<file path="src/rtl/pc_fetch_ctrl_if.sv">
// Fetch-side bus of pc_fetch_ctrl: the instruction-memory valid/ready handshake
// plus the operand/sum connection to the external 32-bit adder.
interface pc_fetch_ctrl_if;
  logic [31:0] pc;
  logic        pc_valid;
  logic        fetch_ready;
  logic [31:0] adder_a;
  logic [31:0] adder_b;
  logic [31:0] adder_sum;

  modport master (
    output pc, pc_valid, adder_a, adder_b,
    input  fetch_ready, adder_sum
  );

  modport slave (
    input  pc, pc_valid, adder_a, adder_b,
    output fetch_ready, adder_sum
  );
endinterface

</file>
<file path="src/rtl/pc_fetch_ctrl.sv">
// Program-counter stage: holds the PC, feeds the external adder and takes its sum as next PC.
// Define PC_MISALIGN_TRAP_EN to trap misaligned branch targets into a HALT state.
module pc_fetch_ctrl #(
  parameter logic [31:0] RESET_PC = 32'h0000_0000,
  parameter logic [31:0] PC_STEP  = 32'd4
) (
  input  logic                   clk,
  input  logic                   rst,
  pc_fetch_ctrl_if.master        fif,
  input  logic                   stall,
  input  logic                   branch_taken,
  input  logic [31:0]            branch_target,
  output logic                   redirect_pending,
  output logic [31:0]            fetch_count
`ifdef PC_MISALIGN_TRAP_EN
  ,
  output logic                   misalign_trap
`endif
);

`ifdef PC_MISALIGN_TRAP_EN
  typedef enum logic [1:0] {StBoot, StFetch, StHalt} state_e;
`else
  typedef enum logic [0:0] {StBoot, StFetch} state_e;
`endif

  state_e      state_q, state_d;
  logic [31:0] pc_q, pc_d;
  logic [31:0] pend_q, pend_d;
  logic        pend_valid_q, pend_valid_d;
  logic [31:0] count_q, count_d;
  logic        valid_q, valid_d;
  logic        accept;
  logic        misalign;
  logic        frozen;
  logic [31:0] target_aligned;

  assign accept         = valid_q & fif.fetch_ready & ~stall;
  assign target_aligned = {branch_target[31:2], 2'b00};

`ifdef PC_MISALIGN_TRAP_EN
  logic trap_q, trap_d;
  assign misalign = branch_taken & (branch_target[1:0] != 2'b00);
  assign frozen   = (state_q == StHalt);
`else
  // Low target bits are dropped on the floor when the trap is not built in.
  logic unused_target_lsb;
  assign unused_target_lsb = ^branch_target[1:0];
  assign misalign          = 1'b0;
  assign frozen            = 1'b0;
`endif

  // State register
  always_ff @(posedge clk or posedge rst) begin
    if (rst) begin
      state_q <= StBoot;
    end else begin
      state_q <= state_d;
    end
  end

  // Next-state logic
  always_comb begin
    state_d = state_q;
    case (state_q)
      StBoot:  state_d = StFetch;
      StFetch: state_d = StFetch;
      default: state_d = state_q;
    endcase
`ifdef PC_MISALIGN_TRAP_EN
    if (misalign && state_q != StHalt) begin
      state_d = StHalt;
    end
`endif
  end

  // Output / datapath next-state logic
  always_comb begin
    pc_d         = pc_q;
    pend_d       = pend_q;
    pend_valid_d = pend_valid_q;
    count_d      = count_q;
    if (accept) begin
      count_d = count_q + 32'd1;
    end
    if (!frozen && !misalign) begin
      if (accept) begin
        if (branch_taken) begin
          pc_d         = target_aligned;
          pend_valid_d = 1'b0;
        end else if (pend_valid_q) begin
          pc_d         = pend_q;
          pend_valid_d = 1'b0;
        end else begin
          pc_d = fif.adder_sum;
        end
      end else if (branch_taken) begin
        // Newest unconsumed redirect overwrites any older one.
        pend_d       = target_aligned;
        pend_valid_d = 1'b1;
      end
    end
    valid_d = (state_d == StFetch);
`ifdef PC_MISALIGN_TRAP_EN
    trap_d = (state_d == StHalt);
`endif
  end

  always_ff @(posedge clk or posedge rst) begin
    if (rst) begin
      pc_q         <= RESET_PC;
      pend_q       <= 32'h0;
      pend_valid_q <= 1'b0;
      count_q      <= 32'h0;
      valid_q      <= 1'b0;
    end else begin
      pc_q         <= pc_d;
      pend_q       <= pend_d;
      pend_valid_q <= pend_valid_d;
      count_q      <= count_d;
      valid_q      <= valid_d;
    end
  end

`ifdef PC_MISALIGN_TRAP_EN
  always_ff @(posedge clk or posedge rst) begin
    if (rst) begin
      trap_q <= 1'b0;
    end else begin
      trap_q <= trap_d;
    end
  end
  assign misalign_trap = trap_q;
`endif

  assign fif.pc           = pc_q;
  assign fif.pc_valid     = valid_q;
  assign fif.adder_a      = pc_q;
  assign fif.adder_b      = PC_STEP;
  assign redirect_pending = pend_valid_q;
  assign fetch_count      = count_q;

endmodule
</file>
<file path="src/flat_wrapper.sv">
// flat-port wrapper written by rule: the top's interface ports become plain ports
module pc_fetch_ctrl_flat 
#(
  parameter logic [31:0] RESET_PC = 32'h0000_0000,
  parameter logic [31:0] PC_STEP  = 32'd4
)
  (clk, rst, stall, branch_taken, branch_target, redirect_pending, fetch_count, fif_pc, fif_pc_valid, fif_adder_a, fif_adder_b, fif_fetch_ready, fif_adder_sum);
  pc_fetch_ctrl_if fif_i ();
  input  logic clk;
  input  logic rst;
  input  logic stall;
  input  logic branch_taken;
  input  logic [31:0] branch_target;
  output logic redirect_pending;
  output logic [31:0] fetch_count;
  output wire logic [$bits(fif_i.pc)-1:0] fif_pc;
  output wire logic [$bits(fif_i.pc_valid)-1:0] fif_pc_valid;
  output wire logic [$bits(fif_i.adder_a)-1:0] fif_adder_a;
  output wire logic [$bits(fif_i.adder_b)-1:0] fif_adder_b;
  input wire logic [$bits(fif_i.fetch_ready)-1:0] fif_fetch_ready;
  input wire logic [$bits(fif_i.adder_sum)-1:0] fif_adder_sum;
  assign fif_pc = fif_i.pc;
  assign fif_pc_valid = fif_i.pc_valid;
  assign fif_adder_a = fif_i.adder_a;
  assign fif_adder_b = fif_i.adder_b;
  assign fif_i.fetch_ready = fif_fetch_ready;
  assign fif_i.adder_sum = fif_adder_sum;
  pc_fetch_ctrl #(.RESET_PC(RESET_PC), .PC_STEP(PC_STEP)) u_core (.clk(clk), .rst(rst), .fif(fif_i), .stall(stall), .branch_taken(branch_taken), .branch_target(branch_target), .redirect_pending(redirect_pending), .fetch_count(fetch_count));
endmodule
</file>
<file path="config.mk">
export PLATFORM = sky130hd
export DESIGN_NAME = pc_fetch_ctrl_flat
export DESIGN_NICKNAME = d
export VERILOG_FILES = /design/src/rtl/pc_fetch_ctrl_if.sv /design/src/rtl/pc_fetch_ctrl.sv /design/src/flat_wrapper.sv
export SDC_FILE = /design/constraint.sdc
export NUM_CORES = 1
export LEC_CHECK = 0
export ABC_AREA = 0
export BUFFER_PORTS_ARGS = -buffer_cell sky130_fd_sc_hd__buf_2
export CAP_MARGIN = 20
export CORE_MARGIN = 10
export CORE_UTILIZATION = 52
export DETAILED_ROUTE_END_ITERATION = 10
export PLACE_DENSITY = 0.85
export SLEW_MARGIN = 20
export SYNTH_ARGS = -nofsm -noshare
export SYNTH_HDL_FRONTEND = slang
export SYNTH_SLANG_ARGS = --single-unit
</file>
<file path="constraint.sdc">
create_clock -name clk -period 9 [get_ports clk]
set_clock_uncertainty 0.15 [all_clocks]
set_input_delay 1.35 -clock clk [delete_from_list [all_inputs] [get_ports clk]]
set_output_delay 1.35 -clock clk [all_outputs]
set_load 0.1 [all_outputs]
</file>
=== After elaboration in Yosys (flattened, before gate mapping) ===
Cells that the tools add are included.

* Word-level logic and storage cells: 16
* Flip-flop bits (word level): 96
* Input port bits: 69
* Output and inout bits: 130

* Multiplexer cells: 4
* Bitwise gates (word level): 4
* Reductions and logical operators: 2
* Add/sub/neg operators: 1

{| class="wikitable"
|+ Operator list
! cell !! count
|-
| two-way mux 32 bit || 2
|-
| adder 32 x 1 -> 32 bit, second input constant || 1
|-
| AND 1 bit || 2
|-
| two-way mux 1 bit || 2
|-
| NOT 1 bit || 2
|-
| AND reduction 2 bit || 1
|-
| nonzero test 2 bit || 1
|}

=== Longest topological paths before layout ===
* Word-level depth: 4
* Gate-level depth with buffers: 6
* Gate-level depth less buffers: 5

=== Least setup slack after synthesis ===
No wires, ideal clock.

* Path type: reg-to-output
* Start point: reg u_core.pc_q[0], in the netlist u_core.fif.adder_a[0]
* End point: out fif_pc[0]
* Cell stages (with the launch flop): 2
* Data arrival time: 1340 ps
* Required time: 7500 ps
* Buffers on the path: 1
* Setup slack: 6160 ps
* Path through: dfrtp_1 -> buf_4

{| class="wikitable"
|+ RTL lines
! element !! RTL line !! source
|-
| start: declaration || pc_fetch_ctrl.sv:28 || <nowiki>logic [31:0] pc_q, pc_d;</nowiki>
|-
| start signal: assignment || pc_fetch_ctrl.sv:117 || <nowiki>pc_q <= pc_d;</nowiki>
|-
| end: declaration || flat_wrapper.sv:16 || <nowiki>output wire logic [$bits(fif_i.pc)-1:0] fif_pc;</nowiki>
|}

No word-level cell between the ends.

=== Worst setup path in the final report ===
* Start point: in stall
* End point: reg u_core.pend_q[14]

* Cells in the longest elaborated chain, start to end: 4

{| class="wikitable"
|+ RTL lines
! element !! RTL line !! source
|-
| start: declaration || flat_wrapper.sv:11 || <nowiki>input logic stall;</nowiki>
|-
| NOT 1 bit || pc_fetch_ctrl.sv:38 || <nowiki>assign accept = valid_q & fif.fetch_ready & ~stall;</nowiki>
|-
| AND 1 bit || pc_fetch_ctrl.sv:38 ||
|-
| NOT 1 bit (no source line) || - ||
|-
| AND reduction 2 bit (no source line) || - ||
|-
| end signal: assignment || pc_fetch_ctrl.sv:118 || <nowiki>pend_q <= pend_d;</nowiki>
|-
| end: declaration || pc_fetch_ctrl.sv:29 || <nowiki>logic [31:0] pend_q, pend_d;</nowiki>
|}

Every way passes these cells.
A chain may end at the register's enable or synchronous reset.

==> results.md <==
- Status: finished clean
- CP bufs+invs: 4
- Critical path endpoint category: flip-flop
- Hold path startpoint: u_core.fetch_count[30]
- Final wirelength: 11680 um
- Yosys top cell by area: dfrtp_1
- Kind of critical path: in -> reg
- Max_cap viols: 0
- Layout cell share with drive strength beyond 1: 37.00%
- Initial DRC count: 188
- Final core occ: 61.12%
- Setup violators final: 0
- WHS: 0.3418 ns
- Initial antenna violation count: 1
- RR Startpoint: u_core.state_q
- Most common cell on crit path: buf_4
- Synth Flop Type: dfrtp_1
- Hold Path Class: reg -> reg
- Post-synth EDFFs: 0
- Row count: 35
- Cts hold-fix bufs: 0
- Final worst slack: roughly 5.6 ns
- DRC: 0
- Clock Path Buffers: 2
- Vias: 3594
- Synth area leaders: dfrtp_1, buf_4, mux2_2, mux2i_1, xnor2_1
- Hold path depth: 1
- Final Hold Fails: 0
- Post-synth top cells: dfrtp_1, buf_4, nand2_1, nor2_1
- PwrDens: 269.3 nW/um^2
- CP max stage cell: nand3b_1
- Reg2Reg Depth: 6
- Core Box Area: 9196 um^2
- Synth Instances: between 400 and 500
- Cell Area, Synth: 4882 um^2
- DR pass1 iterations: 5
- Area Growth Syn to Fin: 15.12%
- Drt wl/cell: about 16 um
- Clk sinks: 96
- Worst skew pair latency: 0.35 ns
- Resized cells post-CTS: 0
- CTS tree: yes
- Critical R2R Capture: u_core.pend_q[14]
- Die H: roughly 120 um
- Vias in the first global route: 3822
- Detailed Place HPWL: about 8800 um
- Hold endpoint: u_core.fetch_count[30]
- Antenna Violating Nets Remaining: 0
- Worst VDD drop: approximately 0.00020 V
- # H-tree levels: 3
- CTS Buf Count: 9
- Starting density of the core: around 53%
- Mean post-synth cell area: roughly 10 um^2
- #FFs+latches synth: 96
- Post-route clock period utilization: roughly two fifths
- CP delay by family, top: buffers and inverters
- Setup TNS: 0 ns
- Port Buf Inserts: around 160
- Global Route Usage Sum: 16.92%
- Total grt overflow: 0
- I/O pin count: 199
- Distinct cell type count after synthesis: 29
- Ys async rst share: 100.0%
- # Post-CTS Setup Buffers: 0
- Period minus WS final: 3.444 ns
- CP required: 9.08 ns
- Crit path DAT: 3.52 ns
- Antenna Cells: 0
- Pleak: 3.041 nW
- Clock Pin Slew Worst Setup and Hold Paths: roughly 0.09 ns
- First-pass GRT wire length: 18660 um
- Non-Filler Instances: 711
- R2R Setup Slk: 6.35 ns
- Fin. max-slew vios: 0
- CP startpoint kind: input port
- Max stage delay on crit path: 0.53 ns
- Nets: around 670
- Placed insts: slightly below 700
- Cell Area, Placed: between 5000 and 6000 um^2
- Final Total Pwr: 1.514 mW
- Ys Warns: 0
- Vias/cell: 5.055
- Relative max-transition margin: 35.48%
- Count leader, synth: dfrtp_1
- Final instance area: 5620 um^2
- Unrepaired setup endpoints after global routing: false
- Sequential area share after synthesis: around half
- Maximum clock frequency: 290.4 MHz
- Pre-CTS setup slack: between 5 and 6 ns
- GPL Wtd Cong: between 0.8 and 0.9
- Largest net degree at the start of global routing: between 60 and 70
- Measured slew at the worst slew-check pin: roughly 0.97 ns
- Die Wd: 116.9 um
- Synth top area share: between 40% and 50%
- Die area: between 10000 and 15000 um^2
- Crit-path max FO: 35
- Root Driver: clkbuf_8
- Crit-path cells: buf_2 -> nand3b_1 -> buf_8 -> buf_4 -> nand2_1 -> buf_4 -> mux2_2
[layout by cell type (no fill, tap or decap), drive strengths merged]
cell and n:
nor2 36, bufinv 1, a21oi 30, inv 5
clkinvlp 1, nand3 17, clkbuf 9, and4 2
and2 6, and3b 1, nor4 1, xnor2 28
buf 169, mux2 30, xor2 3, mux2i 30
nor3 4, clkinv 2, nand4 14, conb 33
and3 3, nand2 47, o21ai 30, ha 1
nand3b 1, dfrtp 96
[how the worst max path moves through the flow]
stage,start,end,slack (ns),depth (start not counted)
floorplan,rst,u_core.fetch_count[0],4.99,1
global placement,stall,u_core.pend_q[13],4.86,6
detailed placement,stall,u_core.pend_q[14],5.18,7
CTS,u_core.redirect_pending,redirect_pending,5.50,1
global route,stall,u_core.pend_q[14],5.43,7
finish,stall,u_core.pend_q[14],5.56,7
[per-layer routing]
metal / routed length (um) / up-vias / part of all wire, % / GRT usage (%)
li1: - / 1742 / - / -
met1: 4531 / 1727 / 39 / 18.95
met2: 6110 / 112 / 52 / 30.22
met3: 915 / 11 / 7.8 / 5.046
met4: 110 / 2 / 0.94 / 5.189
met5: 12 / - / 0.10 / 0
[state kept, by name, summed over array words and instances, names as in the netlist]
register and flops:
u_core.fetch_count 32, u_core.fif.adder_a 32, u_core.pend_q 30, u_core.redirect_pending 1, u_core.state_q 1
[area by class of cell]
type / instances / area (um^2)
repair buffers: 169 / 865.8
flip-flops and latches: 96 / 2404
well taps: 111 / 138.9
multi-input cells: 317 / 2001
clock buffers: 9 / 123.9
inverters: 2 / 10.01
clock inverters: 7 / 77.57
fillers: 795 / 3576
[cell families after synthesis]
group,count (synthesis),synth area share (%)
adders and majority gates,1,0.2562
AOI/OAI and AO/OA,60,6.151
muxes,60,13.07
buffers and inverters,90,12.20
DFF,96,49.21
and+or+nand+nor,132,13.40
xor gates and xnor gates,31,5.561
other,2,0.1538
[power breakdown]
part	internal [mW]	switching, mW
Sequential	0.482	0.0465
Clock	0.132	0.158
Combinational	0.100	0.595
Total	0.714	0.800
No activity file was read; power rests on OpenSTA's default activity.
